`config.mk`:
```
export PLATFORM = sky130hd
export DESIGN_NAME = param_shift_register
export DESIGN_NICKNAME = d
export VERILOG_FILES = /design/src/rtl/param_shift_register.sv
export SDC_FILE = /design/constraint.sdc
export NUM_CORES = 1
export LEC_CHECK = 0
export BUFFER_PORTS_ARGS = -buffer_cell sky130_fd_sc_hd__buf_4
export CAP_MARGIN = 20
export CORE_UTILIZATION = 36
export DETAILED_ROUTE_END_ITERATION = 7
export GPL_TIMING_DRIVEN = 0
export SKIP_CTS_REPAIR_TIMING = 1
export SYNTH_ARGS = -nofsm -noshare
export SYNTH_HDL_FRONTEND = slang
export SYNTH_SLANG_ARGS = --single-unit
```
`constraint.sdc`:
```
create_clock -name clk -period 3.57 [get_ports clk]
set_input_delay 0.357 -clock clk [delete_from_list [all_inputs] [get_ports clk]]
set_output_delay 0.357 -clock clk [all_outputs]
set_load 0.05 [all_outputs]
```
`src/rtl/param_shift_register.sv`:
```
// Universal shift register: hold, parallel load, logical shifts, rotates and
// arithmetic shift right, STEP bits per step, op_count steps per accepted op.
module param_shift_register #(
    parameter int WIDTH = 8,
    parameter int STEP  = 1,
    parameter int CNT_W = 4
) (
    input  logic             clk,
    input  logic             reset_n,
    input  logic             op_valid,
    output logic             op_ready,
    input  logic [2:0]       op_mode,
    input  logic [CNT_W-1:0] op_count,
    input  logic [WIDTH-1:0] load_data,
    input  logic [STEP-1:0]  ser_in,
    output logic [WIDTH-1:0] data_out,
    output logic [STEP-1:0]  ser_out,
    output logic             busy,
    output logic             done
);

    typedef enum logic [2:0] {
        OP_NOP  = 3'b000,
        OP_LOAD = 3'b001,
        OP_SHL  = 3'b010,
        OP_SHR  = 3'b011,
        OP_ROL  = 3'b100,
        OP_ROR  = 3'b101,
        OP_ASR  = 3'b110,
        OP_NOP2 = 3'b111
    } op_e;

    typedef enum logic {
        IDLE  = 1'b0,
        SHIFT = 1'b1
    } state_e;

    localparam logic DIR_LEFT  = 1'b0;
    localparam logic DIR_RIGHT = 1'b1;

    state_e           state, state_n;
    op_e              mode_q, mode_n;
    logic             dir_q, dir_n;
    logic [CNT_W-1:0] remaining, remaining_n;
    logic [WIDTH-1:0] data_q, data_n;
    logic             done_q, done_n;

    // Whole-word shifts keep STEP==WIDTH legal: shifting out everything gives
    // the serial fill, rotates wrap back to the same value, ASR smears the sign.
    function automatic logic [WIDTH-1:0] apply_step(
        input op_e              mode,
        input logic [WIDTH-1:0] d,
        input logic [STEP-1:0]  s
    );
        logic [WIDTH-1:0] s_ext;
        logic [WIDTH-1:0] r;
        s_ext = WIDTH'(s);
        case (mode)
            OP_SHL:  r = (d << STEP) | s_ext;
            OP_SHR:  r = (d >> STEP) | (s_ext << (WIDTH - STEP));
            OP_ROL:  r = (d << STEP) | (d >> (WIDTH - STEP));
            OP_ROR:  r = (d >> STEP) | (d << (WIDTH - STEP));
            OP_ASR:  r = $unsigned($signed(d) >>> STEP);
            default: r = d;
        endcase
        return r;
    endfunction

    // State, datapath and latched op context; reset aborts any burst silently
    always_ff @(posedge clk or negedge reset_n) begin
        if (!reset_n) begin
            state     <= IDLE;
            mode_q    <= OP_NOP;
            dir_q     <= DIR_LEFT;
            remaining <= '0;
            data_q    <= '0;
            done_q    <= 1'b0;
        end else begin
            state     <= state_n;
            mode_q    <= mode_n;
            dir_q     <= dir_n;
            remaining <= remaining_n;
            data_q    <= data_n;
            done_q    <= done_n;
        end
    end

    // Next-state logic: accept an op in IDLE (applying step 1 at once), then
    // run the remaining steps in SHIFT ignoring any new requests
    always_comb begin
        state_n     = state;
        mode_n      = mode_q;
        dir_n       = dir_q;
        remaining_n = remaining;
        data_n      = data_q;
        done_n      = 1'b0;
        case (state)
            IDLE: begin
                if (op_valid) begin
                    case (op_e'(op_mode))
                        OP_LOAD: begin
                            data_n = load_data;
                            done_n = 1'b1;
                        end
                        OP_SHL, OP_SHR, OP_ROL, OP_ROR, OP_ASR: begin
                            mode_n = op_e'(op_mode);
                            dir_n  = (op_e'(op_mode) == OP_SHL || op_e'(op_mode) == OP_ROL)
                                     ? DIR_LEFT : DIR_RIGHT;
                            if (op_count == '0) begin
                                done_n = 1'b1;
                            end else begin
                                data_n = apply_step(op_e'(op_mode), data_q, ser_in);
                                if (op_count == CNT_W'(1)) begin
                                    done_n = 1'b1;
                                end else begin
                                    state_n     = SHIFT;
                                    remaining_n = op_count - CNT_W'(1);
                                end
                            end
                        end
                        default: begin
                            done_n = 1'b1;
                        end
                    endcase
                end
            end
            SHIFT: begin
                data_n      = apply_step(mode_q, data_q, ser_in);
                remaining_n = remaining - CNT_W'(1);
                if (remaining == CNT_W'(1)) begin
                    state_n = IDLE;
                    done_n  = 1'b1;
                end
            end
            default: begin
                state_n = IDLE;
            end
        endcase
    end

    // Output decode: the bits about to leave depend on the last shift direction
    always_comb begin
        op_ready = (state == IDLE);
        busy     = (state == SHIFT);
        done     = done_q;
        data_out = data_q;
        ser_out  = (dir_q == DIR_LEFT) ? data_q[WIDTH-1 -: STEP] : data_q[STEP-1:0];
    end

endmodule

```
* Word-level counts from Yosys, hierarchy flattened *
Index checks and enable logic that the tools add are counted.

cells by class
  $add $sub $neg = 2
  multiply operators = 0
  div/mod/pow operators = 0
  $lt $le $gt $ge = 0
  equal/unequal tests = 25
  shift operators = 0
  muxes and demuxes = 25
  bitwise logic cells = 5
  reductions and logical operators = 7

operators with widths
  cell                                                                   number
  8-bit case mux with 5 select lines                                     2
  8-bit case mux with 2 select lines                                     2
  3-bit equality test, second input constant                             6
  4-bit two-way mux                                                      4
  8-bit two-way mux                                                      2
  7-bit by 8-bit bitwise OR with 8-bit output                            2
  8-bit by 1-bit bitwise OR with 8-bit output                            2
  3-bit by 2-bit equality test with 1-bit output, second input constant  4
  1-bit two-way mux                                                      12
  4-bit by 1-bit equality test with 1-bit output, second input constant  2
  2-bit != test, second input constant                                   4
  4-bit case mux with 2 select lines                                     1
  4-bit by 1-bit subtractor with 4-bit output, second input constant     2
  7-bit != test, second input constant                                   1
  7-bit AND reduction                                                    1
  3-bit != test, second input constant                                   2
  6-bit by 1-bit != test with 1-bit output, second input constant        1
  6-bit != test, second input constant                                   1
  5-bit by 1-bit != test with 1-bit output, second input constant        1
  5-bit AND reduction                                                    1
  5-bit OR reduction                                                     1
  4-bit logical NOT                                                      1
  1-bit case mux with 2 select lines                                     2
  4-bit AND reduction                                                    1
  6 further kinds                                                        6

storage, ports and cells
  bits in registers = 18
  bits in latches = 0
  RAM bits = 0
  ROM bits = 0
  input port bits = 19
  output and inout port bits = 12
  logic and storage cells = 71
  memories = 0

* Depth between registers and ports, before layout *
  depth after elaboration = 6
  mapped depth = 6
  mapped depth without buffers = 6

* Worst setup path before layout *
Ideal clock, no wire load.

  path kind = register to register
  start point = reg state, in the netlist busy
  end point = reg data_q[7], in the netlist data_out[7]
  setup time = 134 ps
  arrival time = 1941 ps
  data required time = 3436 ps
  path slack = 1496 ps
  stages on the path, launching flop included = 6
  path buffers = 1
  period minus slack after synthesis = 2074 ps
  cells stage by stage = dfrtp_1 > inv_1 > clkbuf_1 > nand2_1 > a2111oi_0 > o21ai_0

on the way
  cells in the longest elaborated chain, start to end = 3
  elaborated cells between the ends (all ways) = 10
  classes of those cells = eq/ne: 7; mux: 1; bitwise: 1; reduce/logical: 1

RTL lines
  element                                          line  RTL
  from (decl)                                      41    state_e state, state_n;
  from (signal assigned)                           79    state <= state_n;
  1-bit inverter (no line) (*)                     -
  via op_ready                                     11    output logic op_ready,
  6-bit != test (no line) (tied with other cells)  -
  7-bit AND reduction (no line)                    -
  to (signal assigned)                             83    data_q <= data_n;
  to (decl)                                        45    logic [WIDTH-1:0] data_q, data_n;

The timed path passes the listed nets; every way through them passes the cells marked *.
A chain may end at the register's enable or synchronous reset.

* Worst setup path after layout *
  start point = reg state, in the netlist busy
  end point = out op_ready

on the way
  cells in the longest elaborated chain, start to end = 1

RTL lines
  element                   line
  1-bit inverter (no line)  -
  to (decl)                 11

No other way between the ends.

==> results.cfg <==
[status]
status = completed

[timing]
final.period_utilization_pct = 51.9
setup_viol = 0
holdWs_ns = 0.452
rsz0062_at_grt = no
relSlewSlack_pct = 51.6
finalMaxSlewViolations = 0
max_freq_ghz = 0.540
hold_viol = 0
max_slew.worst_pin.slew_ns = 0.723
fin_skew_ns = 0.00560
setup_tns_ns = 0
fin_crit_ns = 1.85

[global_route]
grt_use_total_pct = 20.3
antenna_found_initial = 0
grt_max_degree = 19
grt_pass1_wl_mm = 8.20
grt_pass1_vias = 1661
overflow = 0

[yosys]
yosys.cell_types.count = 54
synth_area_leaders = dfrtp_1 (26%), mux2i_1 (6.8%), o211ai_1 (4.7%)
synth_xor_area_share_pct = 3.55
synth-seq-cells = 18
async_flop_share_pct = 100
synth-compound-area-share_pct = 34.3
synth_warnings = 0
synth_edf_count = 0
synth-adder-area-share_pct = 3.41
synth_top_area_share_pct = 25.6
synth_area_per_cell_um2 = 8.56
yosys.cell_count.top_type = dfrtp_1
synth.largest_area_cell = dfrtp_1
yosys-mux-area-fraction_pct = 8.73
synth_commonest_cells = dfrtp_1 (18), a21oi_1 (16), nor2_1 (13), mux2i_1 (12), o211ai_1 (11)
synth_top_family_by_area = compound AO/OA/AOI/OAI gates
yosys_most_used_dff = dfrtp_1
synth_nets = 229
ys_seq_area_share_pct = 25.6
yosys.area_share.simple_pct = 17.6
syn-cell-area_um2 = 1760
synth_cells = 206

[power_and_ir_drop]
ir_drop_uv = 374
power_frac_seq_pct = 25.2
p_per_area_nw_per_um2 = 829
p_clk_share_pct = 10.2
power_switching_uw = 896
combPwrFrac_pct = 64.6
p_sw_share_pct = 50.8
power.internal_uw = 869
leakagePower_nw = 0.900

[place]
hpwl_mm = 3.58
finalWeightedCongestion = 0.845
place_area_um2 = 2060
io_buffers = 29

[layout]
nets = 264
n_antenna_cell = 0
drive_gt1_share_pct = 25.0
syn_to_final_growth_pct = 20.8
final_area_um2 = 2130

[route]
ant_nets = 0
drt-initial-drc-count = 133
dr.pass1.iters = 4
wirelength_mm = 4.84
post-route-drc-count = 0
vias = 1756
viasPerCell = 5.72
wl_per_cell_um = 15.8

[setup_path]
cp_top_family = buffers and inverters
r2r_slack_ns = 1.79
cpPeakStageDelay_ns = 0.49
regToRegStartpoint = busy
cp-start-kind = flop
worstPathCellList = inv_1 > clkbuf_1 > buf_4
critPathBufInv = 3
end_kind = output pin
slowest_stage = dfrtp_1
required_ns = 3.21
crit_fanout = 10
cp.arrival_ns = 1.49
worstReg2RegEnd = data_out[7]
reg2regPathDepth = 5
crit_type = reg -> out

[clock_network]
h-tree-depth = 1
clk_path_buf_depth = 2
cts_tree = yes
cts_root_buffer = clkbuf_8
clock_latency_ns = 0.26
path_clk_slew_ns = 0.08
cts_num_sinks = 18
cts_inserted_buffers = 3

[worst_hold_path]
hp-class = in -> reg
hold_start = load_data[0]
min_to = data_out[0]
min_path_cells = 4

[floorplanning]
start_util_pct = 37.3
row_count = 25
core_area_um2 = 4720
die-width_um = 72.0
io_pins = 31
dieHeight_um = 72.0
die_area_um2 = 5180

[flow_run]
maxCapViolations = 0
## through the flow
step                power (mW)  util [%]  worst slack [ns]  std cells
floorplan                 1.28         -              1.50        206
global placement          1.57      43.7              1.61        302
detailed placement        1.59      43.7              1.58        302
CTS                       1.77      44.9              1.72        306
global route              1.90      45.1              1.50        307
finish                    1.77      45.1              1.72        307
## cells in the final DEF, fill, tap and decap left out, drive strengths merged, types with 5 or more instances in the layout
cell type	n
clkbuf	9
o22ai	6
xor2	5
a2bb2oi	7
buf	39
o211ai	11
nand2	9
dfrtp	18
nor2	14
mux2i	12
inv	10
nand2b	7
o31a	7
a21oi	16
o21ai	9
o31ai	6
nand3	5
## sequential cells by signal (all words and copies together), names as in the netlist
signal	flops
busy	1
mode_q	3
done	1
remaining	4
dir_q	1
data_out	8
## how the worst max path moves through the flow
stage	start	to	slack (ns)	cells after the start
floorplan	busy	data_out[7]	1.50	5
global placement	op_count[0]	data_out[1]	1.61	7
finish	busy	op_ready	1.72	3
CTS	busy	op_ready	1.72	3
detailed placement	op_count[0]	data_out[1]	1.58	7
global route	busy	data_out[7]	1.50	5
## cells by family (layout without fill, tap and decap cells)
| group | after synthesis | after routing |
|---|---|---|
| AO/OA/AOI/OAI | 82 | 82 |
| XOR/XNOR | 5 | 5 |
| adder cells (fa/ha/maj) | 5 | 5 |
| buffers and inverters | 25 | 59 |
| flip-flops | 18 | 18 |
| multiplexers | 15 | 15 |
| AND/OR/NAND/NOR | 56 | 56 |
## tightest hold or removal path, delay by kind of cell
family	cells	cell delay [ns]
AOI/OAI and AO/OA	3	0.25
buffers and inverters	1	0.08
## area by class of cell
type,instances,area [um^2]
Fill cell,502,2590
Inverter,10,37.5
Clock buffer,4,55.1
Buffer,15,83.8
Multi-Input combinational cell,163,1190
Timing Repair Buffer,30,228
Sequential cell,18,450
Tap cell,67,83.8
## power by group through the flow
| stage | Clock (mW) | Combinational [mW] | Sequential [mW] |
|---|---|---|---|
| global route | 0.190 | 1.25 | 0.464 |
| CTS | 0.182 | 1.14 | 0.440 |
| detailed placement | 0 | 1.14 | 0.444 |
| global placement | 0 | 1.13 | 0.443 |
| finish | 0.179 | 1.14 | 0.445 |
| floorplan | 0 | 0.696 | 0.580 |
## layer usage
metal  GRT usage [%]  wire, um  up-vias
met3            2.50       222        4
met2            30.7      2230       62
met1            30.1      2340      843
met4            6.32        45        0
li1                -         -      847
met5               0         0        -
Note: power is estimated with default switching activity, not from simulation.
